## src/rtl/mod_exp_pkg.sv

```systemverilog
// Shared definitions for the modular-exponentiation sequencer and mon_prod:
// operation codes, the sequencer state encoding and default operand widths.
package mod_exp_pkg;

  localparam int BITLEN_DEF     = 512;
  localparam int LOG_BITLEN_DEF = 9;

  typedef logic [1:0] op_code_t;

  // Operation codes understood by mon_prod
  localparam op_code_t OPXX = 2'd0;  // x_bar * x_bar
  localparam op_code_t OPXM = 2'd1;  // x_bar * M_bar
  localparam op_code_t OPX1 = 2'd2;  // x_bar * 1, leaves Montgomery form

  // Sequencer state encoding
  localparam logic [3:0] S_IDLE      = 4'd0;
  localparam logic [3:0] S_SCAN      = 4'd1;
  localparam logic [3:0] S_SQ_ISSUE  = 4'd2;
  localparam logic [3:0] S_SQ_WAIT   = 4'd3;
  localparam logic [3:0] S_MUL_ISSUE = 4'd4;
  localparam logic [3:0] S_MUL_WAIT  = 4'd5;
  localparam logic [3:0] S_NEXT      = 4'd6;
  localparam logic [3:0] S_FIN_ISSUE = 4'd7;
  localparam logic [3:0] S_FIN_WAIT  = 4'd8;
  localparam logic [3:0] S_DONE      = 4'd9;

  // Operation launched by an issue state
  function automatic op_code_t opForState(input logic [3:0] st);
    op_code_t op;
    op = OPXX;
    case (st)
      S_MUL_ISSUE: op = OPXM;
      S_FIN_ISSUE: op = OPX1;
      default:     op = OPXX;
    endcase
    return op;
  endfunction

endpackage

```

## src/rtl/mod_exp_ctrl_mp_edge_det.sv

```systemverilog
// Completion detector for mon_prod: mon_prod holds stop high between
// operations, so a finished operation shows up as a rising edge of stop.
module mp_edge_det (
  input  logic clk,
  input  logic rst_n,
  input  logic i_mp_stop,
  output logic o_complete
);

  logic r_stop_q;

  // Delay stop by one cycle so its rising edge can be spotted
  always_ff @(posedge clk or negedge rst_n) begin
    if (!rst_n) begin
      r_stop_q <= 1'b0;
    end else begin
      r_stop_q <= i_mp_stop;
    end
  end

  assign o_complete = i_mp_stop & ~r_stop_q;

endmodule

```

## src/rtl/mod_exp_ctrl.sv

```systemverilog
// Square-and-multiply sequencer driving mon_prod. Walks the exponent MSB
// first: a square for every processed bit, a multiply by M_bar for every
// 1 bit, then a final multiply by 1 to leave Montgomery form.
// Optional feature: MOD_EXP_SKIP_ZEROS_EN skips leading zero exponent bits
// (squares of R are identity) before the first square is issued.
module mod_exp_ctrl
  import mod_exp_pkg::*;
#(
  parameter int BITLEN     = BITLEN_DEF,
  parameter int LOG_BITLEN = LOG_BITLEN_DEF,
  parameter int MP_COUNT   = 512
) (
  input  logic                  clk,
  input  logic                  rst_n,
  input  logic                  go,
  input  logic [BITLEN-1:0]     exp_in,
  input  logic [LOG_BITLEN:0]   exp_len,
  input  logic                  mp_stop,
  output logic                  mp_start,
  output logic [1:0]            mp_op_code,
  output logic [LOG_BITLEN:0]   mp_count,
  output logic                  busy,
  output logic                  done,
  output logic [LOG_BITLEN+2:0] op_cnt
);

  localparam logic [LOG_BITLEN:0]   LP_BITLEN  = (LOG_BITLEN+1)'(BITLEN);
  localparam logic [LOG_BITLEN-1:0] LP_IDX_MAX = LOG_BITLEN'(BITLEN - 1);

  logic [3:0]            r_state;
  logic [BITLEN-1:0]     r_exp;
  logic [LOG_BITLEN-1:0] r_idx;
  op_code_t              r_op_code;
  logic [LOG_BITLEN+2:0] r_op_cnt;
  logic                  r_busy;
  logic                  r_done;

  logic w_complete;
  logic w_issue;
  logic w_bit;

  mp_edge_det u_edge_det (
    .clk        (clk),
    .rst_n      (rst_n),
    .i_mp_stop  (mp_stop),
    .o_complete (w_complete)
  );

  assign w_issue = (r_state == S_SQ_ISSUE) || (r_state == S_MUL_ISSUE) ||
                   (r_state == S_FIN_ISSUE);
  assign w_bit   = r_exp[r_idx];

  // The op code is shown combinationally during the issue cycle and then
  // held in a register until the next issue, including through IDLE.
  assign mp_start   = w_issue;
  assign mp_op_code = w_issue ? opForState(r_state) : r_op_code;
  assign mp_count   = (LOG_BITLEN+1)'(MP_COUNT);
  assign busy       = r_busy;
  assign done       = r_done;
  assign op_cnt     = r_op_cnt;

  // Main sequencer: stop edges are only honoured in the wait states, so a
  // late edge from an op abandoned by reset is harmlessly ignored.
  always_ff @(posedge clk or negedge rst_n) begin
    if (!rst_n) begin
      r_state   <= S_IDLE;
      r_exp     <= '0;
      r_idx     <= '0;
      r_op_code <= OPXX;
      r_op_cnt  <= '0;
      r_busy    <= 1'b0;
      r_done    <= 1'b0;
    end else begin
      r_done <= 1'b0;
      case (r_state)
        S_IDLE: begin
          if (go) begin
            r_exp    <= exp_in;
            r_idx    <= (exp_len > LP_BITLEN) ? LP_IDX_MAX
                                              : (exp_len[LOG_BITLEN-1:0] - 1'b1);
            r_op_cnt <= '0;
            r_busy   <= 1'b1;
            if (exp_len == '0) begin
              r_state <= S_FIN_ISSUE;
            end else begin
`ifdef MOD_EXP_SKIP_ZEROS_EN
              r_state <= S_SCAN;
`else
              r_state <= S_SQ_ISSUE;
`endif
            end
          end
        end
`ifdef MOD_EXP_SKIP_ZEROS_EN
        S_SCAN: begin
          if (w_bit) begin
            r_state <= S_SQ_ISSUE;
          end else if (r_idx == '0) begin
            r_state <= S_FIN_ISSUE;
          end else begin
            r_idx <= r_idx - 1'b1;
          end
        end
`endif
        S_SQ_ISSUE: begin
          r_op_code <= OPXX;
          r_op_cnt  <= r_op_cnt + 1'b1;
          r_state   <= S_SQ_WAIT;
        end
        S_SQ_WAIT: begin
          if (w_complete) begin
            r_state <= w_bit ? S_MUL_ISSUE : S_NEXT;
          end
        end
        S_MUL_ISSUE: begin
          r_op_code <= OPXM;
          r_op_cnt  <= r_op_cnt + 1'b1;
          r_state   <= S_MUL_WAIT;
        end
        S_MUL_WAIT: begin
          if (w_complete) begin
            r_state <= S_NEXT;
          end
        end
        S_NEXT: begin
          if (r_idx == '0) begin
            r_state <= S_FIN_ISSUE;
          end else begin
            r_idx   <= r_idx - 1'b1;
            r_state <= S_SQ_ISSUE;
          end
        end
        S_FIN_ISSUE: begin
          r_op_code <= OPX1;
          r_op_cnt  <= r_op_cnt + 1'b1;
          r_state   <= S_FIN_WAIT;
        end
        S_FIN_WAIT: begin
          if (w_complete) begin
            r_state <= S_DONE;
          end
        end
        S_DONE: begin
          r_done  <= 1'b1;
          r_busy  <= 1'b0;
          r_state <= S_IDLE;
        end
        default: begin
          r_state <= S_IDLE;
        end
      endcase
    end
  end

endmodule

```

## config.mk

```make
export PLATFORM = sky130hd
export DESIGN_NAME = mod_exp_ctrl
export DESIGN_NICKNAME = d
export VERILOG_FILES = /design/src/rtl/mod_exp_pkg.sv /design/src/rtl/mod_exp_ctrl_mp_edge_det.sv /design/src/rtl/mod_exp_ctrl.sv
export SDC_FILE = /design/constraint.sdc
export NUM_CORES = 1
export LEC_CHECK = 0
export CAP_MARGIN = 25
export CORE_MARGIN = 5
export CORE_UTILIZATION = 40
export CTS_BUF_LIST = sky130_fd_sc_hd__clkbuf_4 sky130_fd_sc_hd__clkbuf_8 sky130_fd_sc_hd__clkbuf_16
export DETAILED_ROUTE_END_ITERATION = 16
export PLACE_DENSITY = 0.67
export SLEW_MARGIN = 40
export SYNTH_ARGS = -nofsm -noshare
export SYNTH_HDL_FRONTEND = slang
export SYNTH_SLANG_ARGS = --single-unit
```

## constraint.sdc

```tcl
create_clock -name clk -period 3.6 [get_ports clk]
set_input_delay 0.72 -clock clk [delete_from_list [all_inputs] [get_ports clk]]
set_output_delay 0.72 -clock clk [all_outputs]
set_load 0.01 [all_outputs]
```

==> impl_results.md, run 1 <==
- Port buffer count: 542
- Worst-path clk slew: 0.06 ns
- FMAX: 0.294 GHz
- H-tree Lvls: 2
- Largest buffer count on any clock path: 3
- Vias in the first global route: 18800
- Final ANT Viol Nets: 0
- Ys flop type: dfrtp_1
- Worst Path Arrival: 2.68 ns
- Slowest cell on the critical path: dfrtp_1
- Total number of vias: 17000
- Max Cap Viol: 0
- Req. time, crit path: 2.88 ns
- CTS tree: yes
- WL/cell: 25.8 um
- RSZ-0062 raised after global routing: no
- Tightest Pin Transition: 0.782 ns
- Clk network pwr share: 0.213
- Synthesized area: 25000 um2
- Clk_lat worst skew: 0.61 ns
- Worst reg2reg endpoint: r_state[1]
- Largest net degree at the start of global routing: 94
- P per Cell Area: 848 nW/um2
- Global-route wire length before repair: 118000 um
- Met2 Routed Length: 40600 um
- 1st-pass router iterations: 5
- # DRC: 0
- Fill cells: 5082
- Placement row count: 91
- RePlAce Congestion: 0.822
- Crit Path Max Fanout: 15
- Leak: 13.6 nW
- Antenna violations before repair: 24
- Max Transition Viols Final: 0
- Largest area contributor in the netlist: dfrtp_1
- Peak supply drop: 406 uV
- Clock sink count: 542
- Status: complete, no violations
- Sequential share of the synthesized area: 0.541
- Critical path capture point type: primary output
- WL met3: 5810 um
- Top-area cell type share of the netlist area: 0.541
- Hold path depth: 1
- CTS root buf: clkbuf_16
- Largest cells by area after synthesis: dfrtp_1, mux2_2, mux4_2
- Share of flip-flops with an asynchronous set or reset: 1.00
- Setup Crit Path Kind: register to primary output
- Fin crit period: 3.40 ns
- Die area: 67700 um2
- Part of the power in combinational logic: 0.400
- Core area: 61800 um2
- Max Used Layer: met5
- Area grow syn2layout: 34.5%
- Grt ovf: 0
- Worst slew margin: 0.478
- Mapped Cells: 1693
- Total GRT Usage: 0.233
- Post-CTS sizing: 0
- P_int: 19.4 mW
- R2R cell count: 7
- Worst Clk Skew: 0.00950 ns
- Sequential power share: 0.388
- Post-synth EDFFs: 0
- Die Ht: 260 um
- YS warnings: 0
- IO Pins: 553
- Layout cells sized above 1: 0.347
- NetSw: 9.15 mW
- Starting DRT DRC Count: 1050
- R2R Setup Slk: 0.31 ns
- Setup crit end: mp_start
- Final setup fails: 0
- Wirelength, routed: 80700 um
- Yosys reg bits: 542
- Syn_area_per_cell: 14.8 um2
- Vias/cell: 5.44
- HP Class: register to register
- Ordered cell list for the critical path: xnor2_1, or2_2, a21oi_1, buf_4, clkdlybuf4s50_1
- Nets: 2766
- Fin. Hold Viols: 0
- RR Startpoint: r_idx[0]
- Num CTS Buffers: 59
- Worst stage delay on the critical path: 0.66 ns
- Wl on met1: 31700 um
- Setup_tns: 0 ns
- Switching Share: 0.320
- Final period utilization: 0.944
- Starting density of the core: 0.405
- Detail Placement HPWL: 60300 um
- CP startpoint: r_state[1]
- Power Total: 28.6 mW
- Die W: 260 um
- Synth unique cells: 67
- Setup crit start kind: register
[synth_stat cells, types with 5 or more instances]
library cell,count
or3_1,10
clkbuf_1,56
dfrtp_1,542
inv_1,13
buf_4,19
xnor2_1,8
o221ai_1,20
o22ai_1,17
nand2_1,26
o21ai_0,24
o211ai_1,9
mux4_1,6
nor3_1,7
a211oi_1,9
mux4_2,93
a21oi_1,26
and3_1,5
buf_2,41
nand3_1,23
mux2i_1,59
a22oi_1,12
nor2b_1,9
mux2_2,520
nand2b_1,9
nor2_1,35
nor4_1,5
a31oi_1,7
buf_1,6
buf_6,5
[worst min path at each step]
stage	from	endpoint	slack, ns
after global routing	r_exp[294]	r_exp[294]	0.51
after floorplan	rst_n	busy	0.42
after detailed placement	r_exp[50]	r_exp[50]	0.49
after global placement	r_exp[212]	r_exp[212]	0.48
after CTS	rst_n	r_exp[168]	0.16
final	r_exp[338]	r_exp[338]	0.50
[critical path, delay by kind of cell (launching register included)]
family	cells	cell delay, ns
compound gates	1	0.16
xor+xnor	1	0.20
simple gates	1	0.32
flops	1	0.66
buf+inv	2	0.72
[placed cells by master (no fill, tap or decap), types with 8 or more instances in the layout]
master | synthesis | routed
or3_1 | 10 | 10
mux4_2 | 93 | 93
xnor2_1 | 8 | 8
a21oi_1 | 26 | 26
inv_1 | 13 | 13
nor2_1 | 35 | 34
nand2b_1 | 9 | 8
o211ai_1 | 9 | 9
a211oi_1 | 9 | 9
clkbuf_8 | 0 | 17
buf_4 | 19 | 37
mux2i_1 | 59 | 59
mux2_2 | 520 | 520
buf_12 | 1 | 22
conb_1 | 2 | 10
nand3_1 | 23 | 23
o21ai_0 | 24 | 24
o221ai_1 | 20 | 20
a22oi_1 | 12 | 12
dfrtp_1 | 542 | 537
clkbuf_16 | 0 | 61
clkdlybuf4s50_1 | 0 | 541
nand2_1 | 26 | 26
diode_2 | 0 | 17
clkbuf_4 | 0 | 11
o22ai_1 | 17 | 17
[flip-flops by register name, summed over array words and instances (netlist names)]
name,count
busy,1
u_edge_det.r_stop_q,1
op_cnt,12
r_op_code,2
r_exp,512
r_state,4
r_idx,9
done,1
[layer usage]
metal	track usage	vias to the layer above
li1	-	7458
met4	0.0857	12
met5	0	-
met3	0.0630	138
met2	0.389	578
met1	0.291	8831
[layout make-up]
type | count | area [um2] | share of cell area
Sequential cell | 542 | 13600 | 0.403
Clock inverter | 12 | 120 | 0.00357
Timing Repair Buffer | 603 | 6190 | 0.184
Clock buffer | 89 | 1840 | 0.0547
Multi-Input combinational cell | 1017 | 10800 | 0.321
Tap cell | 837 | 1050 | 0.0311
Antenna cell | 17 | 42.5 | 0.00126
Inverter | 14 | 52.6 | 0.00156
[power groups by stage]
stage               Combinational [mW]  Sequential [mW]  Clock (mW)
finish                            11.4             11.1        6.07
global placement                  11.2             11.0           0
detailed placement                11.5             11.2           0
floorplan                         8.37             10.2           0
global route                      12.3             11.4        6.46
CTS                               11.5             11.1        6.21
[per-stage QoR]
| stage | area (um2) | hold slack, ns | cells | worst slack, ns | util |
|---|---|---|---|---|---|
| floorplan | 25100 | 0.424 | 1701 | 0.161 | - |
| global placement | 31600 | 0.483 | 3011 | 0.356 | 0.512 |
| detailed placement | 31600 | 0.490 | 3011 | 0.304 | 0.512 |
| CTS | 33600 | 0.156 | 3112 | 0.235 | 0.544 |
| global route | 33700 | 0.512 | 3129 | 0.0861 | 0.545 |
| finish | 33700 | 0.500 | 3131 | 0.203 | 0.545 |
[logic make-up after synthesis]
kind of cell             after synthesis  synth area share
AND/OR/NAND/NOR                      151            0.0310
multiplexers                         678             0.347
AO/OA/AOI/OAI                        164            0.0463
adder cells (fa/ha/maj)                3           0.00150
buffers and inverters                142            0.0283
other                                  2          0.000300
XOR/XNOR                              11           0.00385
flip-flops                           542             0.541
[what timing repair did]
action | in CTS | in global routing
setup buffers | 0 | 0
hold endpoints to repair | 0 | 20
hold buffers | 0 | 1
No activity file was read; power rests on OpenSTA's default activity.
==> run 2, diff against run 1 <==
==> constraint.sdc (replaced) <==
create_clock -name clk -period 3.6 [get_ports clk]
set_input_delay 0.72 -clock clk [delete_from_list [all_inputs] [get_ports clk]]
set_output_delay 0.72 -clock clk [all_outputs]
set_load 0.05 [all_outputs]
==> run 2 against run 1 <==
Effect of this change: register-to-register slack gained 0.05 ns; non-clock buffer count shrank 6; largest power group unchanged; flip-flop and latch count is the same; sequential power is essentially flat; combinational power is essentially flat; largest cell class unchanged; cell area shrank 0.31%; worst hold slack lost 0.41 ns; wire length shrank 0.49%; via count grew 0.21%; die area is the same; clock power grew 2%; critical path depth shrank 1.
==> impl_results.md, run 2 (synthesized netlist as in run 1, its figures left out) <==
- Status: complete, no violations
- H-tree Lvls: 2 (unchanged)
- Starting DRT DRC Count: 1033 (-1.6%)
- CTS tree: yes
- Power Total: 28.8 mW (+0.78%)
- Setup_tns: 0 ns (unchanged)
- Leak: 13.6 nW (-0.30%)
- Fin. Hold Viols: 0 (unchanged)
- Worst-path clk slew: 0.06 ns (about the same)
- Clk_lat worst skew: 0.61 ns (about the same)
- Placement row count: 91 (unchanged)
- Ordered cell list for the critical path: xnor2_1, or2_2, a21oi_1, dlygate4sd2_1
- Final ANT Viol Nets: 0 (unchanged)
- Max FFs per register: 512 (unchanged)
- Largest buffer count on any clock path: 3 (unchanged)
- Reg area: 13600 um2 (unchanged)
- Vias/cell: 5.47 (+0.56%)
- Most flops, register: r_exp
- Area grow syn2layout: 34.1%
- IO Pins: 553 (unchanged)
- Antenna violations before repair: 16 (-33%)
- Max Cap Viol: 0 (unchanged)
- # DRC: 0 (unchanged)
- Final setup fails: 0 (unchanged)
- Total stage count of the critical path: 4 (-1)
- Critical path capture point type: primary output
- Nets: 2758 (-0.29%)
- 1st-pass router iterations: 5 (unchanged)
- Worst slew margin: 0.444 (-0.0343)
- Starting density of the core: 0.405 (unchanged)
- Crit-path leading delay family: flip-flops
- Slowest cell on the critical path: dfrtp_1
- Commonest non-fill, non-tap cell in the layout: clkdlybuf4s50_1
- Req. time, crit path: 2.88 ns (about the same)
- FMAX: 0.302 GHz (+2.7%)
- Tightest Pin Transition: 0.834 ns (+0.0514 ns)
- Layout cells sized above 1: 0.347 (-0.000709)
- RSZ-0062 raised after global routing: no
- R2R cell count: 8 (+1)
- HP Class: input port to asynchronous set/reset pin
- Wirelength, routed: 80300 um (-0.49%)
- Core area: 61800 um2 (unchanged)
- Num CTS Buffers: 57 (-3.4%)
- Max Transition Viols Final: 0 (unchanged)
- Worst Clk Skew: 0.0212 ns (+0.0117 ns)
- Largest net degree at the start of global routing: 112 (+19%)
- Grt ovf: 0 (unchanged)
- Total number of vias: 17100 (+0.21%)
- RePlAce Congestion: 0.820 (-0.19%)
- Global-route wire length before repair: 119000 um (+0.27%)
- Worst stage delay on the critical path: 0.63 ns (-0.03 ns)
- Die W: 260 um (unchanged)
- Total GRT Usage: 0.232 (-0.000645)
- CTS root buf: clkbuf_16
- Crit Path Max Fanout: 15 (unchanged)
- Final hold slack: 0.0951 ns (-0.405 ns)
- Most frequent cells in the layout: clkdlybuf4s50_1, dfrtp_1, mux2_2
- WL/cell: 25.7 um (-0.14%)
- Worst Path Arrival: 2.59 ns (-0.09 ns)
- Setup crit start kind: register
- Die area: 67700 um2 (unchanged)
- Clock sink count: 542 (unchanged)
- Peak supply drop: 429 uV (+5.6%)
- Fill cells: 5055 (-0.53%)
- Port buffer count: 542 (unchanged)
- Detail Placement HPWL: 60100 um (-0.34%)
- CP Buf/Inv Count: 1 (-1)
- Final period utilization: 0.918 (-0.0251)
- Multi-input logic area: 10800 um2 (unchanged)
- Vias in the first global route: 18700 (-0.79%)
- Die Ht: 260 um (unchanged)
- Fin crit period: 3.31 ns (-0.0905 ns)
- Setup Crit Path Kind: register to primary output
- P per Cell Area: 857 nW/um2 (+1.1%)
## run 2: metal layers
layer,vias up,share of wire,GRT usage
met1,8921,0.40,0.302
met5,-,0.00077,0
met2,580,0.51,0.399
li1,7450,-,-
met3,91,0.065,0.0504
met4,10,0.018,0.0550
## run 2: cell type report
class                   count  area share
clock buffers              78      0.0497
clock inverters            25     0.00961
diodes                     10    0.000745
well taps                 837      0.0312
repair buffers            597       0.181
flip-flops and latches    542       0.404
inverters                  14     0.00156
multi-input cells        1017       0.322
## run 2: path summary, 6_finish.rpt
check | start | endpoint | slack [ns]
worst max-delay path | r_state[1] | mp_start | 0.29
worst min-delay path | rst_n | r_exp[171] | 0.1
worst max register to register | r_idx[0] | r_state[1] | 0.36
worst min register to register | r_exp[182] | r_exp[182] | 0.50
max in group asynchronous | rst_n | r_exp[329] | 2.35
min in group clk | r_exp[182] | r_exp[182] | 0.50
## run 2: worst reg2reg max path: stages, from the launching register on
cell       delay (ns)
dfrtp_4          0.80
buf_4            0.35
mux4_1           0.57
a211oi_1         0.23
or3_1            0.15
a211oi_1         0.07
a2111oi_2        0.34
o211ai_1         0.24
a222oi_1         0.37
## run 2: power by group
group          switching, mW  internal [mW]
sequential              1.88           9.19
combinational           4.96           6.56
clock                   2.47           3.74
## run 2: per-stage QoR
step | std cells | setup WS (ns) | utilization | cell area, um2
final | 3120 | 0.293 | 0.543 | 33600
after global routing | 3117 | 0.161 | 0.543 | 33600
after CTS | 3110 | 0.0457 | 0.543 | 33600
after detailed placement | 3007 | 0.304 | 0.511 | 31600
after global placement | 3007 | 0.351 | 0.511 | 31600
after floorplan | 1701 | 0.161 | - | 25100
## run 2: what timing repair did
item	CTS	global route
gates resized for setup	1	1
setup endpoints to repair	1	1
hold buffers	0	0
buffers inserted	0	0
